[src/rtl/draw_scheduler.sv]
// Frame sequencer: clears the screen with the fill engine, then draws each enabled
// Reuleaux slot in turn, muxing the active engine onto the single VGA plot port.
module draw_scheduler #(
   parameter  int NUM_SHAPES = 4,
   localparam int IDX_W      = (NUM_SHAPES > 1) ? $clog2(NUM_SHAPES) : 1
) (
   input  logic             clk,
   input  logic             rst,
   input  logic             cfg_we,
   input  logic [IDX_W-1:0] cfg_idx,
   input  logic             cfg_en,
   input  logic [7:0]       cfg_centre_x,
   input  logic [6:0]       cfg_centre_y,
   input  logic [7:0]       cfg_diameter,
   input  logic [2:0]       cfg_colour,
   input  logic [2:0]       bg_colour,
   input  logic             start,
   output logic             done,
   output logic             busy,
   output logic             fill_start,
   output logic [2:0]       fill_colour,
   input  logic             fill_done,
   input  logic [7:0]       fill_vga_x,
   input  logic [6:0]       fill_vga_y,
   input  logic [2:0]       fill_vga_colour,
   input  logic             fill_vga_plot,
   output logic             reul_start,
   output logic [7:0]       reul_centre_x,
   output logic [6:0]       reul_centre_y,
   output logic [7:0]       reul_diameter,
   output logic [2:0]       reul_colour,
   input  logic             reul_done,
   input  logic [7:0]       reul_vga_x,
   input  logic [6:0]       reul_vga_y,
   input  logic [2:0]       reul_vga_colour,
   input  logic             reul_vga_plot,
   output logic [7:0]       vga_x,
   output logic [6:0]       vga_y,
   output logic [2:0]       vga_colour,
   output logic             vga_plot
);

   localparam logic [2:0] S_IDLE      = 3'd0;
   localparam logic [2:0] S_FILL_RUN  = 3'd1;
   localparam logic [2:0] S_FILL_REL  = 3'd2;
   localparam logic [2:0] S_SCAN      = 3'd3;
   localparam logic [2:0] S_SHAPE_RUN = 3'd4;
   localparam logic [2:0] S_SHAPE_REL = 3'd5;
   localparam logic [2:0] S_DONE      = 3'd6;

   // Slot counter carries one extra bit so "past the last slot" is representable.
   localparam logic [IDX_W:0] SLOT_END  = (IDX_W+1)'(NUM_SHAPES);
   localparam logic [IDX_W:0] SLOT_LAST = (IDX_W+1)'(NUM_SHAPES - 1);
   localparam logic [IDX_W:0] SLOT_ONE  = (IDX_W+1)'(1);

   logic [2:0]       state_q, state_d;
   logic [IDX_W:0]   slot_q, slot_d;
   logic [2:0]       bg_q, bg_d;
   logic             load_shape;
   logic             busy_w;
   logic             cfg_wr;
   logic [IDX_W-1:0] slot_idx;

   logic [NUM_SHAPES-1:0] en_q;
   logic [7:0]            tab_x_q   [NUM_SHAPES];
   logic [6:0]            tab_y_q   [NUM_SHAPES];
   logic [7:0]            tab_dia_q [NUM_SHAPES];
   logic [2:0]            tab_col_q [NUM_SHAPES];

   logic [7:0] rx_q, rdia_q;
   logic [6:0] ry_q;
   logic [2:0] rcol_q;

   assign busy_w   = (state_q != S_IDLE) && (state_q != S_DONE);
   assign slot_idx = slot_q[IDX_W-1:0];
   assign cfg_wr   = cfg_we && !busy_w && ({1'b0, cfg_idx} < SLOT_END);

   always_comb begin
      state_d    = state_q;
      slot_d     = slot_q;
      bg_d       = bg_q;
      load_shape = 1'b0;
      case (state_q)
         S_IDLE: begin
            if (start) begin
               state_d = S_FILL_RUN;
               slot_d  = '0;
               bg_d    = bg_colour;
            end
         end
         S_FILL_RUN:  if (fill_done)  state_d = S_FILL_REL;
         S_FILL_REL:  if (!fill_done) state_d = S_SCAN;
         S_SCAN: begin
            if (slot_q >= SLOT_END) begin
               state_d = S_DONE;
            end else if (en_q[slot_idx] && (tab_dia_q[slot_idx] != 8'd0)) begin
               load_shape = 1'b1;
               state_d    = S_SHAPE_RUN;
            end else if (slot_q == SLOT_LAST) begin
               state_d = S_DONE;
            end else begin
               slot_d = slot_q + SLOT_ONE;
            end
         end
         S_SHAPE_RUN: if (reul_done) state_d = S_SHAPE_REL;
         S_SHAPE_REL: begin
            if (!reul_done) begin
               slot_d  = slot_q + SLOT_ONE;
               state_d = S_SCAN;
            end
         end
         S_DONE:      if (!start) state_d = S_IDLE;
         default:     state_d = S_IDLE;
      endcase
   end

   always_ff @(posedge clk) begin
      if (rst) begin
         state_q <= S_IDLE;
         slot_q  <= '0;
         bg_q    <= 3'd0;
         en_q    <= '0;
      end else begin
         state_q <= state_d;
         slot_q  <= slot_d;
         bg_q    <= bg_d;
         if (cfg_wr) en_q[cfg_idx] <= cfg_en;
      end
   end

   always_ff @(posedge clk) begin
      if (cfg_wr) begin
         tab_x_q[cfg_idx]   <= cfg_centre_x;
         tab_y_q[cfg_idx]   <= cfg_centre_y;
         tab_dia_q[cfg_idx] <= cfg_diameter;
         tab_col_q[cfg_idx] <= cfg_colour;
      end
   end

   // Shape fields are captured once per shape so the engine sees stable inputs.
   always_ff @(posedge clk) begin
      if (rst) begin
         rx_q   <= 8'd0;
         ry_q   <= 7'd0;
         rdia_q <= 8'd0;
         rcol_q <= 3'd0;
      end else if (load_shape) begin
         rx_q   <= tab_x_q[slot_idx];
         ry_q   <= tab_y_q[slot_idx];
         rdia_q <= tab_dia_q[slot_idx];
         rcol_q <= tab_col_q[slot_idx];
      end
   end

   assign done          = (state_q == S_DONE);
   assign busy          = busy_w;
   assign fill_start    = (state_q == S_FILL_RUN);
   assign reul_start    = (state_q == S_SHAPE_RUN);
   assign fill_colour   = bg_q;
   assign reul_centre_x = rx_q;
   assign reul_centre_y = ry_q;
   assign reul_diameter = rdia_q;
   assign reul_colour   = rcol_q;

   always_comb begin
      vga_x      = 8'd0;
      vga_y      = 7'd0;
      vga_colour = 3'd0;
      vga_plot   = 1'b0;
      if (state_q == S_FILL_RUN) begin
         vga_x      = fill_vga_x;
         vga_y      = fill_vga_y;
         vga_colour = fill_vga_colour;
         vga_plot   = fill_vga_plot;
      end else if (state_q == S_SHAPE_RUN) begin
         vga_x      = reul_vga_x;
         vga_y      = reul_vga_y;
         vga_colour = reul_vga_colour;
         vga_plot   = reul_vga_plot;
      end
   end

endmodule
[config.mk]
export PLATFORM = sky130hd
export DESIGN_NAME = draw_scheduler
export DESIGN_NICKNAME = d
export VERILOG_FILES = /design/src/rtl/draw_scheduler.sv
export SDC_FILE = /design/constraint.sdc
export NUM_CORES = 1
export LEC_CHECK = 0
export CAP_MARGIN = 10
export CORE_ASPECT_RATIO = 1.25
export CORE_MARGIN = 3
export CORE_UTILIZATION = 40
export CTS_CLUSTER_SIZE = 30
export DETAILED_ROUTE_END_ITERATION = 8
export PLACE_DENSITY = 0.66
export SYNTH_ARGS = -nofsm -noshare
export SYNTH_HDL_FRONTEND = slang
export SYNTH_SLANG_ARGS = --single-unit
[constraint.sdc]
create_clock -name clk -period 4.1 [get_ports clk]
set_input_delay 0.41 -clock clk [delete_from_list [all_inputs] [get_ports clk]]
set_output_delay 0.41 -clock clk [all_outputs]
set_load 0.1 [all_outputs]
Word level (Yosys, flattened, before mapping)
Memories as Yosys holds them, arrays and structs flattened. A register that Yosys moved wholly into a read port is not among the register bits. Index checks and enable logic that the tools add are counted.

Reductions and logical operators: 12. Magnitude comparators: 4. Equality and inequality tests: 18. Mux-type cells: 36. Add/subtract/negate cells: 1.

Operator list (count): 3-bit two-way mux (16); 3-bit one-hot mux with 7 select lines (1); 8-bit two-way mux (2); 7-bit two-way mux (2); 2-bit != test, second input constant (7); 3-bit by 2-bit == test with 1-bit output, second input constant (3); 3-bit == test, second input constant (3); 1-bit two-way mux (9); 3-bit one-hot mux with 3 select lines (1); 8-bit nonzero test (1); 7-bit AND reduction (1); 2-bit by 3-bit less-than comparator with 1-bit output, second input constant (2); 6-bit AND reduction (1); 3-bit nonzero test (2); 4-bit bitwise mux (1); 1-bit logical AND (4); 2-bit two-way mux (2); 2-bit by 1-bit != test with 1-bit output, second input constant (2); 4-bit != test, second input constant (1); 3-bit by 1-bit adder with 3-bit output, second input constant (1); 3-bit by 1-bit == test with 1-bit output, second input constant (1); 3-bit >= comparator, second input constant (1); 3-bit logical NOT (1); 3-bit != test, second input constant (1); other kinds (5) (5).

Input bits: 76. Memories: 4. Word-level logic and storage cells: 80. Register bits: 21. RAM bits: 104.

Memories: tab_dia_q (depth 4, bits a word 8, read ports 1, clocked after Yosys merged registers in 1, write ports 1, line 67) `logic [7:0] tab_dia_q [NUM_SHAPES];`; tab_x_q (depth 4, bits a word 8, read ports 1, clocked after Yosys merged registers in 1, write ports 1, line 65) `logic [7:0] tab_x_q [NUM_SHAPES];`; tab_y_q (depth 4, bits a word 7, read ports 1, clocked after Yosys merged registers in 1, write ports 1, line 66) `logic [6:0] tab_y_q [NUM_SHAPES];`; tab_col_q (depth 4, bits a word 3, read ports 1, clocked after Yosys merged registers in 1, write ports 1, line 68) `logic [2:0] tab_col_q [NUM_SHAPES];`.

Longest topological paths before layout
Depth after elaboration: 8. Depth in mapped cells: 8. Mapped depth without buffers: 7.

Least setup slack after synthesis
OpenSTA, ideal clock, no wires.

Path kind: reg-to-reg. From: register state_q[1]. To: register en_q[0]. Required time: 3.972 ns. Slack: 0.482 ns. Data arrival time: 3.490 ns. Period minus slack after synthesis: 3.618 ns. Setup time: 0.128 ns. Buffers on the path: 1. Cell stages (with the launch flop): 7. Cells stage by stage: dfxtp_1 > clkbuf_1 > xnor2_1 > and3b_1 > nor3b_1 > mux2i_1 > nor2_1.

Word-level cells in the longest chain between the ends: 4. Elaborated cells between the ends (all ways): 5. Classes of those cells: 1 x eq/ne; 4 x reduce/logical.

RTL lines: start, declared (line 56) `logic [2:0] state_q, state_d;`; start signal, assigned (line 124) `state_q <= state_d;`; 3-bit != test / 3-bit nonzero test (equally long branches) (line 74) `assign busy_w = (state_q != S_IDLE) && (state_q != S_DONE);`; 1-bit logical AND (*) (line 74); 1-bit logical NOT (*) (line 76) `assign cfg_wr = cfg_we && !busy_w && ({1'b0, cfg_idx} < SLOT_END);`; 1-bit logical AND (*) (line 76); end signal, assigned by index (line 127) `if (cfg_wr) en_q[cfg_idx] <= cfg_en;`; end, declared (line 64) `logic [NUM_SHAPES-1:0] en_q;`.

Mark *: on every way between the ends. The rest lies on a longest branch, timed or not. A chain may end at the register's enable or synchronous reset.

Worst setup path after layout
From: register state_q[0]. To: output port vga_colour[1].

Word-level cells in the longest chain between the ends: 3. Elaborated cells between the ends (all ways): 4. Classes of those cells: 2 x eq/ne; 2 x mux.

RTL lines: 3-bit == test (line 175) `end else if (state_q == S_SHAPE_RUN) begin`; 3-bit two-way mux (line 175); 3-bit two-way mux (*) (line 170) `if (state_q == S_FILL_RUN) begin`; end, declared (line 39) `output logic [2:0] vga_colour,`.

Marks and branches as above.

==> impl_results.md <==
* Die width at 113 um
* Hold Path Class: flop to flop
* Sink Count at roughly 150
* IO buf count at 127
* Aggregate global-route resource usage at 15.7%
* Setup-failing EPs final at 0
* RSZ-0062 raised after global routing: false
* Max Freq at 321 MHz
* DRC viols at 0
* Slew headroom at a little over a fifth
* Largest net degree at the start of global routing at between 40 and 50
* DRT Wirelength at about 12 mm
* Syn Area/Cell at 16.6 sq um
* DR vias/cell at between 5 and 6
* H-tree depth at 4
* Period minus WS final at around 3.1 ns
* Gate count of the mapped netlist at 344
* Yosys warnings at 0
* Delay-heaviest family, CP: simple AND/OR/NAND/NOR gates
* Buf/Inv on CP at 1
* Share of cells above drive strength 1 at a little under a fifth
* Initial antenna violation count at 0
* Crit-path cells: nor3b_2 > a22o_1 > buf_4
* Yosys reg bits at around 150
* Core ar. at 0.0139 sq mm
* # hold bufs at CTS at 0
* Gr ovfl total at 0
* Sequential area share after synthesis at between 60% and 70%
* Max Root-Sink Buffers at 2
* WS Path Type: flop to output port
* Pre-antenna DRT Iters at 4
* HPWL after DPL at approximately 7.7 mm
* Iter 0 DRT Violations at around 130
* Total nets after synthesis at 423
* Netlist cell types at 36
* Final Cycle Share at 76.0%
* DIE AREA at ~0.016 sq mm
* RePlAce Congestion at about 0.73
* CP startpoint kind: flop
* Total setup buffers inserted after CTS at 0
* Pins over their slew limit at 0
* Max-Cap Viols at 0
* Max incr delay on CP at ~1 ns
* Routed Antenna Nets at 0
* Die Height at around 140 um
* Yosys top cell by area: edfxtp_1
* Synth Cell Area at 0.00572 sq mm
* Top post-synthesis cells by area: edfxtp_1, dfxtp_1, mux4_2
* Clk slew on worst S/H paths at about 0.060 ns
* CTS tree: done
* Syn-to-layout area delta at 34.8%
* Initial Util at between 40% and 50%
* Core Util, Final at between 50% and 60%
* Static Leak at around 2.6 nW
* PostCTS Resize Cnt at 0
* Worst-Skew Late Latency at just over 0.4 ns
* Vias at approximately 3400
* Final TNS setup at 0 ns
* Clk root buf: clkbuf_16
* Final Skew at 0.0119 ns
* CP endpoint kind: output port
* Final hold vios at 0
* CP Max Fanout at 20
* Vias in the first global route at 3606
* FILL cells at 1123
* CP max stage cell: nor3b_2
* Data required, critical path at around 3.7 ns
* Drt wl/cell at around 18 um
* Critical path arrival at 2.71 ns
* TritonCTS Buffers at 17
* Global-route wire length before repair at 18.8 mm
* Antenna diodes at 0
* Power Density at 467 mW/mm^2
* IR Drop Worst-Case VDD at 0.247 mV
* Actual slew at the worst max-slew pin at about 1.2 ns
* Final nets at ~550
* Status: complete, no violations
* Site row count at between 40 and 50
* Yosys top cell area share at a little over half
* Top Ports at about 130
-- logic make-up after synthesis --
| group | Yosys count | share of synthesized area, % |
|---|---|---|
| muxes | 65 | 17.4 |
| xor gates and xnor gates | 2 | 0.306 |
| DFF | 145 | 69.0 |
| AOI/OAI and AO/OA | 36 | 4.92 |
| buffers and inverters | 27 | 2.19 |
| and+or+nand+nor | 66 | 5.60 |
| adders and majority gates | 3 | 0.656 |
-- routing by layer --
metal | GRT usage, % | up-vias | wire, um
li1 | - | 1594 | -
met5 | 0 | - | 0
met1 | 17.4 | 1671 | 4650
met4 | 6.08 | 0 | 180
met2 | 28.0 | 126 | 6240
met3 | 4.61 | 16 | 868
-- path summary, 6_finish.rpt --
check,startpoint,to,slack (ns),cells past startpoint
setup / recovery,state_q[0],vga_colour[1],0.98,3
hold reg to reg,en_q[1],en_q[1],0.48,2
setup reg to reg,flop,slot_q[0],1.18,5
hold / removal,en_q[1],en_q[1],0.48,2
-- through the flow --
stage	hold slack, ns	instance area, sq um	worst slack (ns)	total power (W)	std cells
finish	0.482	7710	0.984	0.00360	662
global route	0.519	7710	0.753	0.00374	662
CTS	0.485	7710	0.926	0.00364	662
detailed placement	0.474	7130	1.09	0.00214	631
global placement	0.471	7130	1.12	0.00214	631
floorplan	0.451	5720	0.482	0.00198	344
-- worst min-delay path, stage by stage, from the launching register on --
cell and delay (ns):
dfxtp_1 0.31, o21ai_0 0.07, a21oi_1 0.06
-- synthesized netlist by cell type --
cell	number
mux4_2	27
nand4b_1	1
a22o_1	19
o311ai_0	1
mux2_1	3
nand3_1	1
nand2_1	5
nor4_1	3
mux2i_1	34
nor3b_1	5
o31ai_1	2
mux2_2	1
inv_1	6
xnor2_1	1
buf_1	3
dfxtp_1	41
a311o_1	1
nor2b_1	1
or3b_2	1
or4_1	1
o21ai_0	3
nand2b_1	3
a31oi_1	2
nand3b_1	1
buf_6	3
edfxtp_1	104
xor2_1	1
ha_1	3
and3b_1	3
a21oi_1	6
and3_1	1
a21boi_1	1
clkbuf_1	14
buf_2	1
a21oi_4	1
nor2_1	40
-- flip-flops by register name, indices dropped and copies added (netlist names), named ones only --
signal / cells
tab_y_q: 28
reul_centre_x: 8
en_q: 4
reul_diameter: 8
tab_x_q: 32
tab_col_q: 12
tab_dia_q: 32
reul_colour: 3
slot_q: 3
state_q: 3
reul_centre_y: 7
fill_colour: 3
-- area by class of cell --
class	instances	area, sq um	area share (%)
Timing Repair Buffer	133	1260	16.4
Inverter	6	22.5	0.292
Sequential cell	145	3950	51.2
Tap cell	175	219	2.84
Clock inverter	12	143	1.85
Clock buffer	19	433	5.62
Multi-Input combinational cell	172	1680	21.9
-- cells in the final DEF, fill, tap and decap left out, types with 2 or more instances in the layout --
cell type / netlist / routed
a21oi_4: 1 / 2
nor3b_1: 5 / 2
a21oi_1: 6 / 5
nand2b_1: 3 / 3
clkinv_1: 0 / 3
buf_4: 0 / 26
inv_1: 6 / 6
clkinv_2: 0 / 2
dfxtp_1: 41 / 40
nand2_1: 5 / 5
bufinv_16: 0 / 3
and3b_1: 3 / 3
edfxtp_1: 104 / 104
clkbuf_16: 0 / 17
mux2_1: 3 / 3
nor3b_2: 0 / 3
clkdlybuf4s50_1: 0 / 106
mux4_2: 27 / 27
mux2i_1: 34 / 34
o21ai_0: 3 / 3
o31ai_1: 2 / 2
clkbuf_1: 14 / 2
a22o_1: 19 / 19
ha_1: 3 / 3
clkinvlp_4: 0 / 3
a31oi_1: 2 / 2
nor4_1: 3 / 3
nor2_1: 40 / 39
-- report_power, final --
part | leakage (nW) | internal, W | switching (W)
Sequential | 1.28 | 0.00163 | 0.0000259
Clock | 0.271 | 0.000944 | 0.000547
Combinational | 1.04 | 0.000158 | 0.000297
No activity file was read; power rests on OpenSTA's default activity.
